**src/rtl/dump_cntrl.sv**
```systemverilog
// Streams a finished capture out of the circular sample RAM to the UART TX,
// oldest sample first, one byte per read/latch/send/wait round trip.
module dump_cntrl #(
  parameter int ENTRIES = 384,
  parameter int LOG2    = 9
) (
  input  logic            clk,
  input  logic            rst_n,
  input  logic            i_dump_en,
  input  logic [2:0]      i_dump_chan,
  input  logic [LOG2-1:0] i_waddr,
  input  logic [7:0]      i_rdata,
  input  logic            i_tx_done,
  output logic [2:0]      o_ch_sel,
  output logic [LOG2-1:0] o_raddr,
  output logic            o_ren,
  output logic [7:0]      o_tx_data,
  output logic            o_trmt,
  output logic            o_busy,
  output logic            o_dump_done
);

  typedef enum logic [2:0] {
    IDLE   = 3'd0,
    READ   = 3'd1,
    LATCH  = 3'd2,
    SEND   = 3'd3,
    TXWAIT = 3'd4,
    DONE   = 3'd5
  } state_t;

  localparam logic [LOG2-1:0] LAST = LOG2'(ENTRIES - 1);

  state_t          r_state;
  state_t          w_next;
  logic [2:0]      r_ch_sel;
  logic [LOG2-1:0] r_raddr;
  logic [LOG2-1:0] r_byte_cnt;
  logic [7:0]      r_tx_data;
  logic            w_chan_ok;
  logic            w_advance;

  assign w_chan_ok = (i_dump_chan != 3'd0) && (i_dump_chan < 3'd6);
  // Only a tx_done seen while waiting on the UART moves the dump forward.
  assign w_advance = (r_state == TXWAIT) && i_tx_done;

  // State register.
  always_ff @(posedge clk or negedge rst_n) begin
    if (!rst_n) begin
      r_state <= IDLE;
    end else begin
      r_state <= w_next;
    end
  end

  // Next-state decode.
  always_comb begin
    w_next = r_state;
    case (r_state)
      IDLE: begin
        if (i_dump_en) begin
          w_next = w_chan_ok ? READ : DONE;
        end else begin
          w_next = IDLE;
        end
      end
      READ:   w_next = LATCH;
      LATCH:  w_next = SEND;
      SEND:   w_next = TXWAIT;
      TXWAIT: begin
        if (i_tx_done) begin
          w_next = (r_byte_cnt == LAST) ? DONE : READ;
        end else begin
          w_next = TXWAIT;
        end
      end
      DONE:    w_next = IDLE;
      default: w_next = IDLE;
    endcase
  end

  // Datapath: channel/address capture, byte counting with wrap, data latch.
  always_ff @(posedge clk or negedge rst_n) begin
    if (!rst_n) begin
      r_ch_sel   <= 3'd0;
      r_raddr    <= '0;
      r_byte_cnt <= '0;
      r_tx_data  <= 8'h00;
    end else begin
      case (r_state)
        IDLE: begin
          if (i_dump_en && w_chan_ok) begin
            r_ch_sel   <= i_dump_chan;
            r_raddr    <= i_waddr;
            r_byte_cnt <= '0;
          end
        end
        LATCH: r_tx_data <= i_rdata;
        TXWAIT: begin
          if (w_advance && (r_byte_cnt != LAST)) begin
            r_byte_cnt <= r_byte_cnt + LOG2'(1);
            r_raddr    <= (r_raddr == LAST) ? '0 : r_raddr + LOG2'(1);
          end
        end
        default: begin
          r_ch_sel <= r_ch_sel;
        end
      endcase
    end
  end

  assign o_ch_sel    = r_ch_sel;
  assign o_raddr     = r_raddr;
  assign o_tx_data   = r_tx_data;
  assign o_ren       = (r_state == READ);
  assign o_trmt      = (r_state == SEND);
  assign o_dump_done = (r_state == DONE);
  assign o_busy      = (r_state == READ) || (r_state == LATCH) ||
                       (r_state == SEND) || (r_state == TXWAIT);

endmodule

```
**config.mk**
```make
export PLATFORM = sky130hd
export DESIGN_NAME = dump_cntrl
export DESIGN_NICKNAME = d
export VERILOG_FILES = /design/src/rtl/dump_cntrl.sv
export SDC_FILE = /design/constraint.sdc
export NUM_CORES = 1
export LEC_CHECK = 0
export BUFFER_PORTS_ARGS = -buffer_cell sky130_fd_sc_hd__buf_4
export CORE_ASPECT_RATIO = 1.25
export CORE_MARGIN = 5
export CORE_UTILIZATION = 53
export DETAILED_ROUTE_END_ITERATION = 10
export PLACE_DENSITY = 0.9
export SYNTH_ARGS = -nofsm -noshare
export SYNTH_HDL_FRONTEND = slang
export SYNTH_SLANG_ARGS = --single-unit
```
**constraint.sdc**
```tcl
create_clock -name clk -period 3.1 [get_ports clk]
set_clock_uncertainty 0.1 [all_clocks]
set_input_delay 0 -clock clk [delete_from_list [all_inputs] [get_ports clk]]
set_output_delay 0 -clock clk [all_outputs]
set_load 0.02 [all_outputs]
```
* Word level (Yosys, flattened, before mapping)
Cells that the tools add are included.
Word-level totals: word-level logic and storage cells 42, bits in latches 0, bits of input ports 24, memories 0, bits in registers 32, bits in read-only memories 0, RAM bits 0
Operators by class: $mul 0, add/sub/neg operators 2, bitwise gates (word level) 0, equal/unequal tests 10, div/mod/pow operators 0, shifts and indexed selects 0, multiplexer cells 12, reductions and logical operators 12, order comparisons 1
Operator list (number):
- $mux W9 | 5
- $pmux W9 S2 | 2
- $add A9 B1 Y9 const B | 2
- $eq A9 B9 Y1 const B | 2
- $pmux W3 S5 | 1
- $mux W3 | 4
- $ne A9 B9 Y1 const B | 1
- $eq A3 B2 Y1 const B | 2
- $eq A3 B3 Y1 const B | 2
- $logic_and A1 B1 Y1 | 4
- $eq A3 B1 Y1 const B | 1
- $logic_not A3 Y1 | 1
- $logic_or A1 B1 Y1 | 3
- $lt A3 B3 Y1 const B | 1
- $reduce_and A3 Y1 | 1
- $reduce_bool A3 Y1 | 1
- $ne A2 B1 Y1 const B | 1
- $ne A2 B2 Y1 const B | 1
- $reduce_and A2 Y1 | 1
- $reduce_bool A2 Y1 | 1

* Logic depth before layout (Yosys ltp)
Gate-level depths: netlist of the first run.
depth after elaboration 5, gate-level depth with buffers 7, depth with buffers taken out 5

* Least setup slack after synthesis of the first run
Ideal clock, no wire load.
path kind register -> register, from register r_raddr[0] (netlist: o_raddr[0]), to register r_raddr[1] (netlist: o_raddr[1]), data required time 2875 ps, data arrival time 1891 ps, setup time 125 ps, setup slack 984 ps, stages on the path, launching flop included 6, cell sequence dfrtp_1 -> ha_1 -> nand4_1 -> o41ai_1 -> o21ai_0 -> mux2_2
Between the ends: cells in the longest elaborated chain, start to end 4, elaborated cells between the ends (all ways) 5
Ends and longest elaborated chain:
- start, declared | RTL line 37 | logic [LOG2-1:0] r_raddr;
- start signal, assigned | RTL line 94 | r_raddr <= i_waddr;
- start signal, assigned | RTL line 102 | r_raddr <= (r_raddr == LAST) ? '0 : r_raddr + LOG2'(1);
- $add A9 B1 Y9 / $eq A9 B9 Y1 (equally long branches) | RTL line 102
- $mux W9 * | RTL line 102
- $mux W9 * | RTL line 100 | if (w_advance && (r_byte_cnt != LAST)) begin
- $pmux W9 S2 * | RTL line 90 | case (r_state)
Mark *: on every way between the ends. The rest lies on a longest branch, timed or not. The select of a mux whose other input is x is not followed. A chain may end at the register's enable or synchronous reset.

* Worst setup path in the final report of the first run
from register r_state[1], to register r_ch_sel[0] (netlist: o_ch_sel[0])
Between the ends: cells in the longest elaborated chain, start to end 2
Ends and longest elaborated chain:
- start, declared | RTL line 34 | state_t r_state;
- start signal, assigned | RTL line 52 | r_state <= w_next;
- $logic_not A3 Y1 | RTL line 90
- $reduce_and A2 Y1 (no source line)
- end signal, assigned | RTL line 93 | r_ch_sel <= i_dump_chan;
- end signal, assigned | RTL line 106 | r_ch_sel <= r_ch_sel;
- end, declared | RTL line 36 | logic [2:0] r_ch_sel;
Every way passes these cells.

==> qor.csv, run 1 <==
stage,metric,value,unit
outcome,outcome,finished with violations,
grt,grt-ovfl-total,0,
detailed_routing,routed_wl,4.47,mm
logic_synthesis,yosysWarnings,0,
cts,cts.sinks,32,
setup_path,crit_type,reg2reg,
power,internal_power,1.29,mW
power,p_leak,1.11,nW
die,rows,23,
logic_synthesis,synth_fa_ha_area_share,1.45,%
die,coreArea,0.00317,mm2
logic_synthesis,synth_xor_area_share,0.508,%
place,place_ws,0.919,ns
logic_synthesis,synth_edf_count,0,
detailed_routing,routedWlPerCell,16.1,um
setup_path,cp-start-kind,flip-flop,
outcome,violations,negative hold slack,
detailed_routing,drc,0,
sta,finalCritPeriodShare,73.3,%
power,p_comb_share,47.4,%
logic_synthesis,synth_compound_area_share,20.0,%
logic_synthesis,muxShareOfSynthArea,7.77,%
logic_synthesis,ys_seq_elements,32,
sta,fmax,0.440,GHz
grt,track_usage,22.1,%
cts,hold_buffers,22,
cts,postCtsSetupBuffers,0,
logic_synthesis,synth_top_family_by_area,compound AO/OA/AOI/OAI gates,
setup_path,cp_cell_sequence,or4b_4 -> a211oi_2 -> nand2_1 -> dlygate4sd3_1 -> nand2_1,
place,gp_congestion,0.877,
logic_synthesis,async_flop_share,100,%
place,hpwl,2.87,mm
worst_hold_path,min_path_type,in2reg,
job,cap_violations,0,
detailed_routing,vias,1631,
place,dp.cells,248,
cts,cts_resized,0,
sta,worst_slew_margin_rel,59.0,%
power,ir_drop,0.706,mV
sta,fin_crit,2.27,ns
detailed_routing,drt-vias-per-instance,5.87,
setup_path,end_kind,flip-flop,
finish,n_antenna_cell,0,
power,seqPwrFrac,34.4,%
power,p_sw,0.838,mW
logic_synthesis,syn_area_per_cell,10.2,um2
die,dieHeight,73.7,um
die,die_w,61.0,um
logic_synthesis,seq_area_frac_synth,46.5,%
setup_path,crit_arrival,2.40,ns
sta,fin_setup_tns,0,ns
setup_path,cpMostUsedCell,nand2_1,
finish,layout_commonest_cell,buf_4,
logic_synthesis,yosysUniqueCellTypes,48,
power,switching_share,39.4,%
finish,drive_above_1_share,32.4,%
sta,finalSetupViolations,0,
cts,cts_made_buffers,5,
power,clkPwrFrac,18.2,%
logic_synthesis,synth_cells,169,
place,io_buffer_count,47,
finish,syn2layout_area_growth,40.8,%
logic_synthesis,ys.flop_type,dfrtp_1,
setup_path,slowest_stage,or4b_4,
finish,nets,266,
cts,cts_tree,yes,
power,p_per_area,877,mW/mm2
cts,clkTransAtPathRegs,0.06,ns
grt,grt_pass1_vias,1587,
grt,grt_antenna_before_repair,0,
finish,instances_no_fill,278,
die,num_io_pins,48,
setup_path,cp_slowest_stage_delay,0.61,ns
logic_synthesis,yosys.area_share.simple,19.1,%
cts,worstSkewPairLatency,0.29,ns
cts,htree_levels,2,
sta,setup_slack,0.828,ns
setup_path,required,3.23,ns
logic_synthesis,syn_area,0.00172,mm2
cts,clk_path_buf_depth,2,
sta,rsz0062_at_grt,false,
finish,nFillCells,226,
cts,cts-root-buf,clkbuf_8,
sta,hold_violations,1,
grt,grt_pass1_wl,7.36,mm
sta,worstMarginPinSlew,0.612,ns
grt,grt_start_max_net_pins,33,
logic_synthesis,syn_nets,195,
sta,holdWs,-0.00294,ns
finish,final_cell_mix,"buf_4 (51), dfrtp_1 (32), dlygate4sd3_1 (22)",
setup_path,cp_max_fo,9,
detailed_routing,ant_nets,0,
sta,timing_max_transition_violations_final,0,
die,fp.dieArea,0.00450,mm2
detailed_routing,drt-initial-drc-count,69,
detailed_routing,drt_first_pass_iters,4,
die,start_util,54.4,%
metal layers:
metal  vias up  part of all wire, %  global-route usage (%)
met1       786                   38                    26.1
li1        777                    -                       -
met5         -                    0                       0
met3         7                  6.1                    5.98
met2        61                   54                    37.6
met4         0                  1.4                    8.43
state kept, by name, summed over array words and instances, names as in the netlist:
name	flops
o_ch_sel	3
r_state	3
o_tx_data	8
o_raddr	9
r_byte_cnt	9
final cells by class:
class,count,area (um2),share of cell area [%]
sequential,32,801,33.0
tap,37,46.3,1.91
clock inverter,2,35.0,1.44
inverter,7,26.3,1.08
clock buffer,6,72.6,2.99
timing repair buffer,73,603,24.9
multi-input combinational,121,842,34.7
power by group through the flow:
stage | clock network, mW | logic (mW) | registers, mW
floorplan | 0 | 0.483 | 0.854
global placement | 0 | 0.961 | 0.723
detailed placement | 0 | 0.977 | 0.734
CTS | 0.395 | 1.01 | 0.729
global route | 0.417 | 1.09 | 0.758
finish | 0.387 | 1.01 | 0.733
per-stage QoR:
| stage | power [mW] | utilization (%) | area (um2) | hold slack [ns] |
|---|---|---|---|---|
| 2_1_floorplan | 1.34 | - | 1720 | -0.396 |
| 3_3_place_gp | 1.68 | 66.3 | 2100 | -0.138 |
| 3_5_place_dp | 1.71 | 66.3 | 2100 | -0.137 |
| 4_1_cts | 2.13 | 76.6 | 2430 | 0.00324 |
| 5_1_grt | 2.26 | 76.6 | 2430 | 0.0296 |
| 6_report | 2.13 | 76.6 | 2430 | -0.00294 |
kinds of logic (layout without fill, tap and decap cells):
group,after synthesis,after routing
xor gates and xnor gates,1,1
adders and majority gates,2,2
buffers and inverters,16,88
DFF,32,32
muxes,12,12
and+or+nand+nor,57,57
AOI/OAI and AO/OA,49,49
worst paths after layout:
kind	start	end	slack, ns	cells after the start
worst max-delay path	r_state[1]$_DFF_PN0_	o_ch_sel[0]$_DFFE_PN0P_	0.83	5
worst min-delay path	i_waddr[4]	o_raddr[4]$_DFFE_PN0P_	-0.003	3
worst max register to register	r_state[1]$_DFF_PN0_	o_ch_sel[0]$_DFFE_PN0P_	0.83	5
worst min register to register	o_ch_sel[2]$_DFFE_PN0P_	o_ch_sel[2]$_DFFE_PN0P_	0.39	2
max in group asynchronous	rst_n	o_raddr[0]$_DFFE_PN0P_	2.52	2
min in group asynchronous	rst_n	o_raddr[6]$_DFFE_PN0P_	0.08	2
Yosys cell counts, types with 2 or more instances:
cell        n  area, um2
nand2_1    17       63.8
buf_4       3       22.5
nor2_1      5       18.8
ha_1        2       25.0
and3b_2     2       20.0
o2bb2ai_1   4       35.0
dfrtp_1    32        801
mux2_2     11        124
a22o_1      5       43.8
a21oi_1     5       25.0
clkbuf_1    3       11.3
a41oi_1     2       17.5
nand2b_1    5       31.3
or3b_2      2       17.5
o22ai_1     6       37.5
nor4_1      3       18.8
and3_1      2       12.5
nor3_1      5       25.0
a22oi_1     4       30.0
nor3b_1     2       15.0
o21ai_0    10       50.1
inv_1       7       26.3
nand3_1     5       25.0
nand4_1     2       12.5
a31oi_1     2       12.5
worst max-delay path: cells and delay by family, from the launching register on:
kind                   cells  cell delay (ns)
AND/OR/NAND/NOR            3             0.76
AO/OA/AOI/OAI              1             0.32
buffers and inverters      1             0.58
flip-flops                 1             0.45
Power figures use the tool's default switching activity.
==> run 2: changes to the inputs <==
ABC_AREA = 1   (was not set)
CORE_UTILIZATION = 47   (was 53)
PLACE_DENSITY = 0.84   (was 0.9)
clock period = 2 ns   (was 3.1 ns; I/O delays follow)
==> run 2 against run 1 <==
Effect of this change: the flow now finishes without violations; cell count increased by 20%; hold slack improved by 0.090 ns; combinational power increased by 65%; worst setup slack got worse by 0.59 ns; via count increased by 6.3%; first-iteration DRC count increased by 41%; clock power increased by 39%; critical endpoint is now o_busy; highest routed layer unchanged.
==> qor.csv, run 2 <==
stage,metric,value,unit
grt,grt_start_max_net_pins,33,
setup_path,crit_type,reg2out,
cts,clk_path_buf_depth,2,
place,gp_congestion,0.846,
outcome,outcome,"complete, no violations",
die,coreArea,0.00372,mm2
power,seqPwrFrac,34.3,%
logic_synthesis,yosysMostFrequentCell,nand2_1,
detailed_routing,vias,1734,
sta,setup_slack,0.234,ns
sta,finalSetupViolations,0,
die,num_io_pins,48,
sta,worst_slew_margin_rel,72.4,%
finish,nFillCells,278,
setup_path,cp_max_fo,10,
detailed_routing,wl_met3,219,um
power,p_per_area,1360,mW/mm2
cts,htree_levels,2,
sta,worstMarginPinSlew,0.414,ns
cts,cts.sinks,32,
sta,holdWs,0.0875,ns
logic_synthesis,synth_area_leader_cell,dfrtp_1,
power,internal_power,1.89,mW
finish,syn2layout_area_growth,38.9,%
detailed_routing,drt-initial-drc-count,97,
detailed_routing,highest_layer,met4,
place,place_ws,0.337,ns
die,dieHeight,78.9,um
sta,finalCritPeriodShare,88.3,%
power,ir_drop,0.914,mV
logic_synthesis,synth_edf_count,0,
logic_synthesis,synth_cells,219,
cts,clkTransAtPathRegs,0.07,ns
sta,timing_max_transition_violations_final,0,
power,clkPwrFrac,15.9,%
power,p_comb_share,49.7,%
die,fp.dieArea,0.00513,mm2
grt,track_usage,19.9,%
cts,cts-root-buf,clkbuf_8,
setup_path,worstSetupStartpoint,r_state[2]$_DFF_PN0_,
logic_synthesis,yosysUniqueCellTypes,30,
sta,fin_crit,1.77,ns
setup_path,end_kind,output port,
finish,layout_commonest_cell,nand2_1,
sta,hold_violations,0,
detailed_routing,routedWlPerCell,14.1,um
die,die_w,65.1,um
setup_path,required,1.90,ns
power,p_leak,1.25,nW
sta,fin_setup_tns,0,ns
setup_path,reg2reg_from,r_state[1]$_DFF_PN0_,
sta,fmax,0.566,GHz
detailed_routing,route.met2.wl,2.60,mm
logic_synthesis,seq_area_frac_synth,44.9,%
worst_hold_path,min_path_type,in2async,
finish,nets,319,
sta,rsz0062_at_grt,false,
logic_synthesis,async_flop_share,100,%
setup_path,crit_arrival,1.67,ns
logic_synthesis,syn_area_per_cell,8.14,um2
job,cap_violations,0,
detailed_routing,wl_met1,1.79,mm
cts,cts_tree,yes,
logic_synthesis,synth_top_cell_area_share,44.9,%
logic_synthesis,synthTopCellsByCount,"nand2_1 (73), dfrtp_1 (32), inv_1 (20)",
die,start_util,47.9,%
cts,worstSkewPairLatency,0.29,ns
logic_synthesis,synth_area_leaders,"dfrtp_1 (45%), nand2_1 (15%), mux2_2 (5.1%)",
detailed_routing,drt_first_pass_iters,5,
grt,grt_antenna_before_repair,0,
grt,grt_pass1_vias,1740,
cts,cts_made_buffers,5,
grt,grt-ovfl-total,0,
finish,n_antenna_cell,0,
detailed_routing,ant_nets,0,
power,switching_share,44.0,%
setup_path,cp-start-kind,flip-flop,
logic_synthesis,ys_seq_elements,32,
finish,final_cell_mix,"nand2_1 (73), buf_4 (47), dfrtp_1 (32)",
place,hpwl,2.98,mm
detailed_routing,drc,0,
logic_synthesis,syn_area,0.00178,mm2
logic_synthesis,syn_nets,245,
power,p_total,3.37,mW
grt,grt_pass1_wl,7.87,mm
cts,postCtsSetupBuffers,0,
detailed_routing,routed_wl,4.70,mm
detailed_routing,drt-vias-per-instance,5.19,
power,p_sw,1.48,mW
place,io_buffer_count,47,
die,rows,25,
finish,drive_above_1_share,28.2,%
logic_synthesis,ys.flop_type,dfrtp_1,
logic_synthesis,yosysWarnings,0,
[run 2: layer usage]
metal  vias to the layer above  track usage (%)
met3                        10             4.24
met4                         0             7.47
met5                         -                0
li1                        846                -
met1                       828             21.8
met2                        50             37.1
[run 2: cell families (layout without fill, tap and decap cells)]
family / after synthesis / after routing / synth area share [%]
xor+xnor: 2 / 2 / 0.983
compound gates: 25 / 25 / 8.00
fa+ha+maj: 2 / 2 / 1.40
flops: 32 / 32 / 44.9
buf+inv: 26 / 101 / 7.16
simple gates: 124 / 124 / 32.5
mux: 8 / 8 / 5.05
[run 2: final cells by class]
cell class                 count  area [um2]  share of cell area (%)
clock buffer                   6        82.6                    3.33
clock inverter                 2        15.0                   0.606
multi-input combinational    161         855                    34.5
inverter                      23        91.3                    3.69
sequential                    32         801                    32.3
tap                           40        50.0                    2.02
timing repair buffer          70         583                    23.5
[run 2: what timing repair did]
item,CTS,global route
hold buffers,23,0
hold endpoints to repair,53,0
gates resized for setup,0,0
[run 2: worst max-delay path, cell delays in order, from the launching register on]
cell and delay (ns):
dfrtp_1 0.45, inv_2 0.09, nand3_2 0.22, o21ai_0 0.23
nor2_1 0.15, nand2_1 0.06, buf_4 0.16
[run 2: final timing paths]
kind	endpoint	slack [ns]	depth (start not counted)
setup / recovery	o_busy	0.23	6
hold / removal	o_tx_data[4]$_DFFE_PN0N_	0.09	2
setup reg to reg	r_state[0]$_DFF_PN0_	0.24	4
hold reg to reg	o_ch_sel[0]$_DFFE_PN0P_	0.41	2
max in group asynchronous	o_ch_sel[0]$_DFFE_PN0P_	1.41	2
min in group clk	r_byte_cnt[4]$_DFFE_PN0P_	0.11	5
[run 2: through the flow]
stage                     cells  utilization (%)  instance area (um2)
after floorplan             219                -                 1780
after global placement      303             57.7                 2150
after detailed placement    303             57.7                 2150
after CTS                   334             66.6                 2480
after global routing        334             66.6                 2480
final                       334             66.6                 2480
[run 2: power groups by stage]
stage / sequential (mW) / clock [mW] / combinational, mW
after global routing: 1.20 / 0.574 / 1.83
after CTS: 1.14 / 0.542 / 1.64
after global placement: 1.14 / 0 / 1.55
after detailed placement: 1.15 / 0 / 1.58
after floorplan: 1.35 / 0 / 0.812
final: 1.16 / 0.537 / 1.67
